$ cat config.mk
export PLATFORM = sky130hd
export DESIGN_NAME = controller_digit_emit
export DESIGN_NICKNAME = d
export VERILOG_FILES = /design/src/rtl/controller_digit_emit.sv
export SDC_FILE = /design/constraint.sdc
export NUM_CORES = 1
export LEC_CHECK = 0
export CAP_MARGIN = 20
export CORE_ASPECT_RATIO = 2
export CORE_MARGIN = 1
export CORE_UTILIZATION = 45
export CTS_CLUSTER_SIZE = 30
export DETAILED_ROUTE_END_ITERATION = 12
export MAX_ROUTING_LAYER = met4
export SLEW_MARGIN = 20
export SYNTH_ARGS = -nofsm -noshare
export SYNTH_HDL_FRONTEND = slang
export SYNTH_SLANG_ARGS = --single-unit
$ cat constraint.sdc
create_clock -name Clock -period 2.48 [get_ports Clock]
set_clock_uncertainty 0.1 [all_clocks]
set_input_delay 0.496 -clock Clock [delete_from_list [all_inputs] [get_ports Clock]]
set_output_delay 0.496 -clock Clock [all_outputs]
set_load 0.1 [all_outputs]
$ cat src/rtl/controller_digit_emit.sv
// Binary-to-BCD (double dabble) converter that streams decimal digits MSD first; DIGIT_EMIT_LZS_EN skips leading zeros.
// Latency: W+1 cycles from start accept to first digit_valid (plus one cycle per skipped zero with DIGIT_EMIT_LZS_EN).
// Backpressure: digit holds while digit_ready=0; start is ignored while busy.
module controller_digit_emit #(
    parameter int W    = 16,
    parameter int NDIG = 5
) (
    input  logic         Clock,
    input  logic         Reset,
    input  logic         start,
    input  logic [W-1:0] number,
    output logic         busy,
    output logic         digit_valid,
    output logic [3:0]   digit,
    input  logic         digit_ready,
    output logic         done
);

    localparam int BW = 4 * NDIG;
    localparam int CW = $clog2(W + 1);
    localparam int IW = (NDIG > 1) ? $clog2(NDIG) : 1;

    typedef enum logic [1:0] {
        IDLE = 2'd0,
        CONV = 2'd1,
        EMIT = 2'd2,
        DONE = 2'd3
    } state_t;

    state_t          state_q;
    logic [W-1:0]    bin_q;
    logic [BW-1:0]   bcd_q;
    logic [BW-1:0]   bcd_adj;
    logic [CW-1:0]   cnt_q;
    logic [IW-1:0]   idx_q;
    logic            busy_q;
    logic            vld_q;
    logic            done_q;
    logic [3:0]      digit_q;

    function automatic logic [3:0] nib(input logic [BW-1:0] v, input logic [IW-1:0] k);
        nib = 4'h0;
        for (int i = 0; i < NDIG; i++) begin
            if (k == IW'(i)) nib = v[4*i +: 4];
        end
    endfunction

    always_comb begin
        bcd_adj = bcd_q;
        for (int i = 0; i < NDIG; i++) begin
            if (bcd_q[4*i +: 4] >= 4'd5) bcd_adj[4*i +: 4] = bcd_q[4*i +: 4] + 4'd3;
        end
    end

    always_ff @(posedge Clock or negedge Reset) begin
        if (!Reset) begin
            state_q <= IDLE;
            bin_q   <= '0;
            bcd_q   <= '0;
            cnt_q   <= '0;
            idx_q   <= '0;
            busy_q  <= 1'b0;
            vld_q   <= 1'b0;
            done_q  <= 1'b0;
            digit_q <= 4'hf;
        end else begin
            done_q <= 1'b0;
            case (state_q)
                IDLE: begin
                    if (start) begin
                        bin_q   <= number;
                        bcd_q   <= '0;
                        cnt_q   <= '0;
                        idx_q   <= '0;
                        busy_q  <= 1'b1;
                        state_q <= CONV;
                    end
                end
                CONV: begin
                    bcd_q <= (bcd_adj << 1) | BW'(bin_q[W-1]);
                    bin_q <= bin_q << 1;
                    cnt_q <= cnt_q + 1'b1;
                    if (cnt_q == CW'(W - 1)) begin
                        idx_q   <= IW'(NDIG - 1);
                        state_q <= EMIT;
                    end
                end
                EMIT: begin
                    // First EMIT cycle(s) only load the output register; digit stays 4'hf until then.
                    if (!vld_q) begin
`ifdef DIGIT_EMIT_LZS_EN
                        if (idx_q != '0 && nib(bcd_q, idx_q) == 4'd0) begin
                            idx_q <= idx_q - 1'b1;
                        end else begin
                            vld_q   <= 1'b1;
                            digit_q <= nib(bcd_q, idx_q);
                        end
`else
                        vld_q   <= 1'b1;
                        digit_q <= nib(bcd_q, idx_q);
`endif
                    end else if (digit_ready) begin
                        if (idx_q == '0) begin
                            vld_q   <= 1'b0;
                            digit_q <= 4'hf;
                            done_q  <= 1'b1;
                            state_q <= DONE;
                        end else begin
                            idx_q   <= idx_q - 1'b1;
                            digit_q <= nib(bcd_q, idx_q - 1'b1);
                        end
                    end
                end
                DONE: begin
                    busy_q  <= 1'b0;
                    state_q <= IDLE;
                end
                default: state_q <= IDLE;
            endcase
        end
    end

    assign busy        = busy_q;
    assign digit_valid = vld_q;
    assign digit       = digit_q;
    assign done        = done_q;

endmodule
### Word-level counts from Yosys, hierarchy flattened

Cells that the tools add are included.

| operators by class | value |
|---|---|
| $add $sub $neg | 7 |
| $lt $le $gt $ge | 5 |
| equality and inequality tests | 19 |
| mux-type cells | 45 |
| bitwise operators | 1 |
| reduce and logical (&&, ||, !) cells | 11 |

Operator list:

| kind | count |
|---|---|
| $mux W4 | 17 |
| $pmux W20 S2 | 1 |
| $pmux W16 S2 | 1 |
| $ge A4 B3 Y1 const B | 5 |
| $mux W20 | 1 |
| $or A20 B1 Y20 | 1 |
| $mux W3 | 6 |
| $add A4 B2 Y4 const B | 4 |
| $mux W16 | 1 |
| $ne A2 B2 Y1 const B | 7 |
| $eq A3 B2 Y1 const B | 4 |
| $mux W2 | 5 |
| $pmux W5 S2 | 1 |
| $pmux W3 S3 | 1 |
| $mux W1 | 8 |
| $pmux W2 S4 | 1 |
| $eq A3 B1 Y1 const B | 2 |
| $eq A3 B3 Y1 const B | 2 |
| $logic_not A3 Y1 | 2 |
| $reduce_and A2 Y1 | 3 |
| $reduce_and A6 Y1 | 1 |
| $add A5 B1 Y5 const B | 1 |
| $eq A5 B4 Y1 const B | 1 |
| $mux W5 | 1 |
| other kinds (9) | 11 |

| storage, ports and cells | value |
|---|---|
| register bits after elaboration | 53 |
| bits of input ports | 20 |
| logic and storage cells | 97 |

### Logic depth before layout (Yosys ltp)

| depth | value |
|---|---|
| word-level depth | 10 |
| depth in mapped cells | 8 |
| gate-level depth less buffers | 6 |

### Worst setup path before layout

Ideal clock, no wire load.

| path | value |
|---|---|
| path type | register -> register |
| start | register vld_q, in the netlist digit_valid |
| end | register idx_q[0] |
| arrival | 1.809 ns |
| required time | 2.255 ns |
| slack | 0.446 ns |
| stages on the path, launching flop included | 5 |
| cell sequence | dfrtp_1 -> nand2_1 -> o21ai_2 -> and3_4 -> mux2_2 |

| on the way | value |
|---|---|
| longest elaborated chain between the ends | 2 |

RTL lines:

| item | line | text |
|---|---|---|
| start, declared | 37 | `logic vld_q;` |
| start signal, assigned | 63 | `vld_q <= 1'b0;` |
| start signal, assigned | 99 | `vld_q <= 1'b1;` |
| start signal, assigned | 104 | `vld_q <= 1'b0;` |
| $ne A2 B2 Y1 (no source line) | n/a |  |
| $reduce_and A6 Y1 (no source line) | n/a |  |
| end signal, assigned | 84 | `idx_q <= IW'(NDIG - 1);` |
| end signal, assigned | 109 | `idx_q <= idx_q - 1'b1;` |
| end, declared | 35 | `logic [IW-1:0] idx_q;` |

No other way between the ends.
A chain may end at the register's enable or synchronous reset.

### Final worst setup path

| path | value |
|---|---|
| start | register state_q[0] |
| end | register cnt_q[2] |

| on the way | value |
|---|---|
| longest elaborated chain between the ends | 3 |
| elaborated cells on any way between the ends | 6 |
| those cells by class | 2 x eq/ne; 1 x mux; 3 x reduce/logical |

RTL lines:

| item | line | text |
|---|---|---|
| start, declared | 30 | `state_t state_q;` |
| start signal, assigned | 57 | `state_q <= IDLE;` |
| start signal, assigned | 76 | `state_q <= CONV;` |
| start signal, assigned | 85 | `state_q <= EMIT;` |
| $eq A2 B1 Y1 / $logic_not A2 Y1 (equally long branches) | 68 | `case (state_q)` |
| $reduce_bool A2 Y1 (no source line) / $ne A2 B2 Y1 (equally long branches) | n/a |  |
| $reduce_and A2 Y1 (no source line) | n/a |  |
| end signal, assigned | 82 | `cnt_q <= cnt_q + 1'b1;` |
| end, declared | 34 | `logic [CW-1:0] cnt_q;` |

Parallel ways exist; a longest one is shown, timed or not.

==> results.sh <==
export IMPL_status="completed"
export IMPL_placed_area_um2=3655
export IMPL_die_x_um=62.77
export IMPL_clock_fmax_ghz=0.4829
export IMPL_wl_per_cell_um=16.50
export IMPL_start_util_pct=46.08
export IMPL_slowest_delay_ns=0.55
export IMPL_final_cell_mix="dfrtp_1 (49), nand2_1 (45), inv_1 (26), o21ai_0 (26)"
export IMPL_async_flop_share_pct=100.0
export IMPL_cp_end_kind="flip-flop"
export IMPL_crit_buf_inv=1
export IMPL_combinationalPowerShare_pct=53.5
export IMPL_place_inst=463
export IMPL_rr_worst_depth=6
export IMPL_fin_area_um2=3799
export IMPL_rsz0062_at_grt="no"
export IMPL_drcViolationCount=0
export IMPL_fin_util_pct=52.67
export IMPL_clkPwrFrac_pct=14.3
export IMPL_internal_power_mw=2.659
export IMPL_fin_crit_sh_pct=83.50
export IMPL_syn_num_nets=398
export IMPL_hold_slack_ns=0.2108
export IMPL_maxSlewHeadroom_pct=53.63
export IMPL_grt_usage_pct=22.15
export IMPL_drtIter0Drc=99
export IMPL_cts_buffers=5
export IMPL_dieArea_um2=7753
export IMPL_synth_seq_cells=53
export IMPL_fin_cells=471
export IMPL_ys_types=44
export IMPL_crit_chain="inv_1 -> ha_1 -> mux2_2 -> nand2_1 -> mux2i_1 -> a22o_1"
export IMPL_vias_per_cell=5.637
export IMPL_final_setup_tns_ns=0
export IMPL_grt_max_degree=54
export IMPL_post_cts_setup_buffer_count=0
export IMPL_antenna_found_initial=0
export IMPL_grt_overflow=0
export IMPL_post_cts_resized=0
export IMPL_via_count=2655
export IMPL_diodes=0
export IMPL_drt_pass1_iter_count=4
export IMPL_crit_family="multiplexers"
export IMPL_clock_sinks=53
export IMPL_r2r_end="cnt_q[2]$_DFFE_PN0P_"
export IMPL_pin_count=27
export IMPL_port_buffers=26
export IMPL_first_global_vias=2615
export IMPL_syn_avg_cell_area_um2=9.335
export IMPL_finalSetupViolations=0
export IMPL_hpwl_mm=5.705
export IMPL_crit_type="reg -> reg"
export IMPL_synth_area_um2=3323
export IMPL_ir_worst_vdd_mv=0.7048
export IMPL_hold_class="in -> async"
export IMPL_cap_violations=0
export IMPL_die_y_um=123.5
export IMPL_synth_edf_count=0
export IMPL_worstPathMaxFanout=17
export IMPL_cp_start_kind="flip-flop"
export IMPL_seqPwrFrac_pct=32.2
export IMPL_nNetsFinal=420
export IMPL_clock_path_buffers=2
export IMPL_clkLatencyLatePin_ns=0.30
export IMPL_fin_ws_ns=0.4092
export IMPL_swShare_pct=46.49
export IMPL_leakage_nw=1.604
export IMPL_synth_seq_area_share_pct=40.06
export IMPL_layout_commonest_cell="dfrtp_1"
export IMPL_cts_tree="done"
export IMPL_holdBufCountCts=0
export IMPL_power_mw=4.969
export IMPL_final_max_slew_viol_count=0
export IMPL_ctsHtreeMaxLevel=2
export IMPL_p_sw_mw=2.310
export IMPL_slowest_stage="mux2_2"
export IMPL_yosysWarnings=0
export IMPL_reg2reg_slack_ns=0.41
export IMPL_cts_root_buf="clkbuf_16"
export IMPL_ant_nets=0
export IMPL_yosys_most_used_dff="dfrtp_1"
export IMPL_syn_inst=356
export IMPL_post_place_ws_ns=0.3305
export IMPL_drive_gt1_share_pct=10.55
export IMPL_rows=44
export IMPL_wl_mm=7.772
export IMPL_core_area_um2=7212
export IMPL_clk_pin_slew_ns=0.07
export IMPL_pwr_density_cell_nw_per_um2=1308
export IMPL_hold_viol=0
export IMPL_worst_slew_pin_slew_ns=0.6955
export IMPL_place_gp_congestion=0.8495
export IMPL_syn2layout_area_growth_pct=14.31
export IMPL_grt_pass1_wl_mm=12.59
export IMPL_fin_crit_ns=2.071
export IMPL_worstReg2RegStart="state_q[0]$_DFFE_PN0P_"
export IMPL_cp_arrival_ns=2.16
export IMPL_worstPathRequired_ns=2.57
## cell usage after synthesis (all sizes together), types with 5 or more instances
| cell type | instances | share of area, % |
|---|---|---|
| nand2 | 45 | 5.1 |
| ha | 22 | 8.3 |
| nor2b | 9 | 1.7 |
| buf | 16 | 2.7 |
| mux2i | 23 | 6.9 |
| o31a | 5 | 1.3 |
| o32ai | 6 | 1.6 |
| a32o | 7 | 2.1 |
| a31oi | 6 | 1.1 |
| inv | 26 | 2.9 |
| nand3 | 16 | 2.4 |
| nand2b | 6 | 1.4 |
| nor2 | 8 | 0.90 |
| xnor2 | 8 | 2.1 |
| o22ai | 13 | 2.4 |
| dfrtp | 49 | 37 |
| nor3b | 5 | 1.1 |
| a21oi | 17 | 2.6 |
| o21ai | 28 | 4.3 |
| mux2 | 6 | 2.0 |
## power by group through the flow
stage | clock, mW | sequential (mW) | combinational, mW
final | 0.709 | 1.60 | 2.66
after global placement | 0 | 1.61 | 2.64
after floorplan | 0 | 1.85 | 1.77
after detailed placement | 0 | 1.62 | 2.69
after CTS | 0.734 | 1.61 | 2.69
after global routing | 0.751 | 1.65 | 2.96
## per-layer routing
metal,wire (um),track usage [%]
met5,0,-
met4,558,18.17
met3,181,2.583
met2,4057,38.59
met1,2974,22.02
## final cells by class
cell class | count | area, um2
Timing Repair Buffer | 35 | 317.8
Clock inverter | 2 | 15.01
Multi-Input combinational cell | 257 | 1793
Inverter | 26 | 97.59
Tap cell | 92 | 115.1
Sequential cell | 53 | 1331
Clock buffer | 6 | 128.9
Fill cell | 695 | 3413
## cells by family after synthesis
family / synth area share, %
and+or+nand+nor: 15.81
adders and majority gates: 8.283
AOI/OAI and AO/OA: 18.41
xor gates and xnor gates: 2.372
muxes: 8.961
buffers and inverters: 6.099
DFF: 40.06
## state kept, by name, indices dropped and copies added, names as in the netlist
| signal | count |
|---|---|
| busy | 1 |
| done | 1 |
| idx_q | 3 |
| state_q | 2 |
| digit | 4 |
| bcd_q | 20 |
| bin_q | 16 |
| digit_valid | 1 |
| cnt_q | 5 |
## how the worst max path moves through the flow
stage / startpoint / end / depth (start not counted)
global placement: start / idx_q[0]$_DFFE_PN0P_ / 5
global route: state_q[0]$_DFFE_PN0P_ / idx_q[2]$_DFFE_PN0P_ / 6
detailed placement: start / idx_q[1]$_DFFE_PN0P_ / 5
CTS: state_q[0]$_DFFE_PN0P_ / idx_q[2]$_DFFE_PN0P_ / 6
finish: state_q[0]$_DFFE_PN0P_ / cnt_q[2]$_DFFE_PN0P_ / 6
floorplan: digit_valid$_DFFE_PN0P_ / idx_q[0]$_DFFE_PN0P_ / 4
Power figures use the tool's default switching activity.
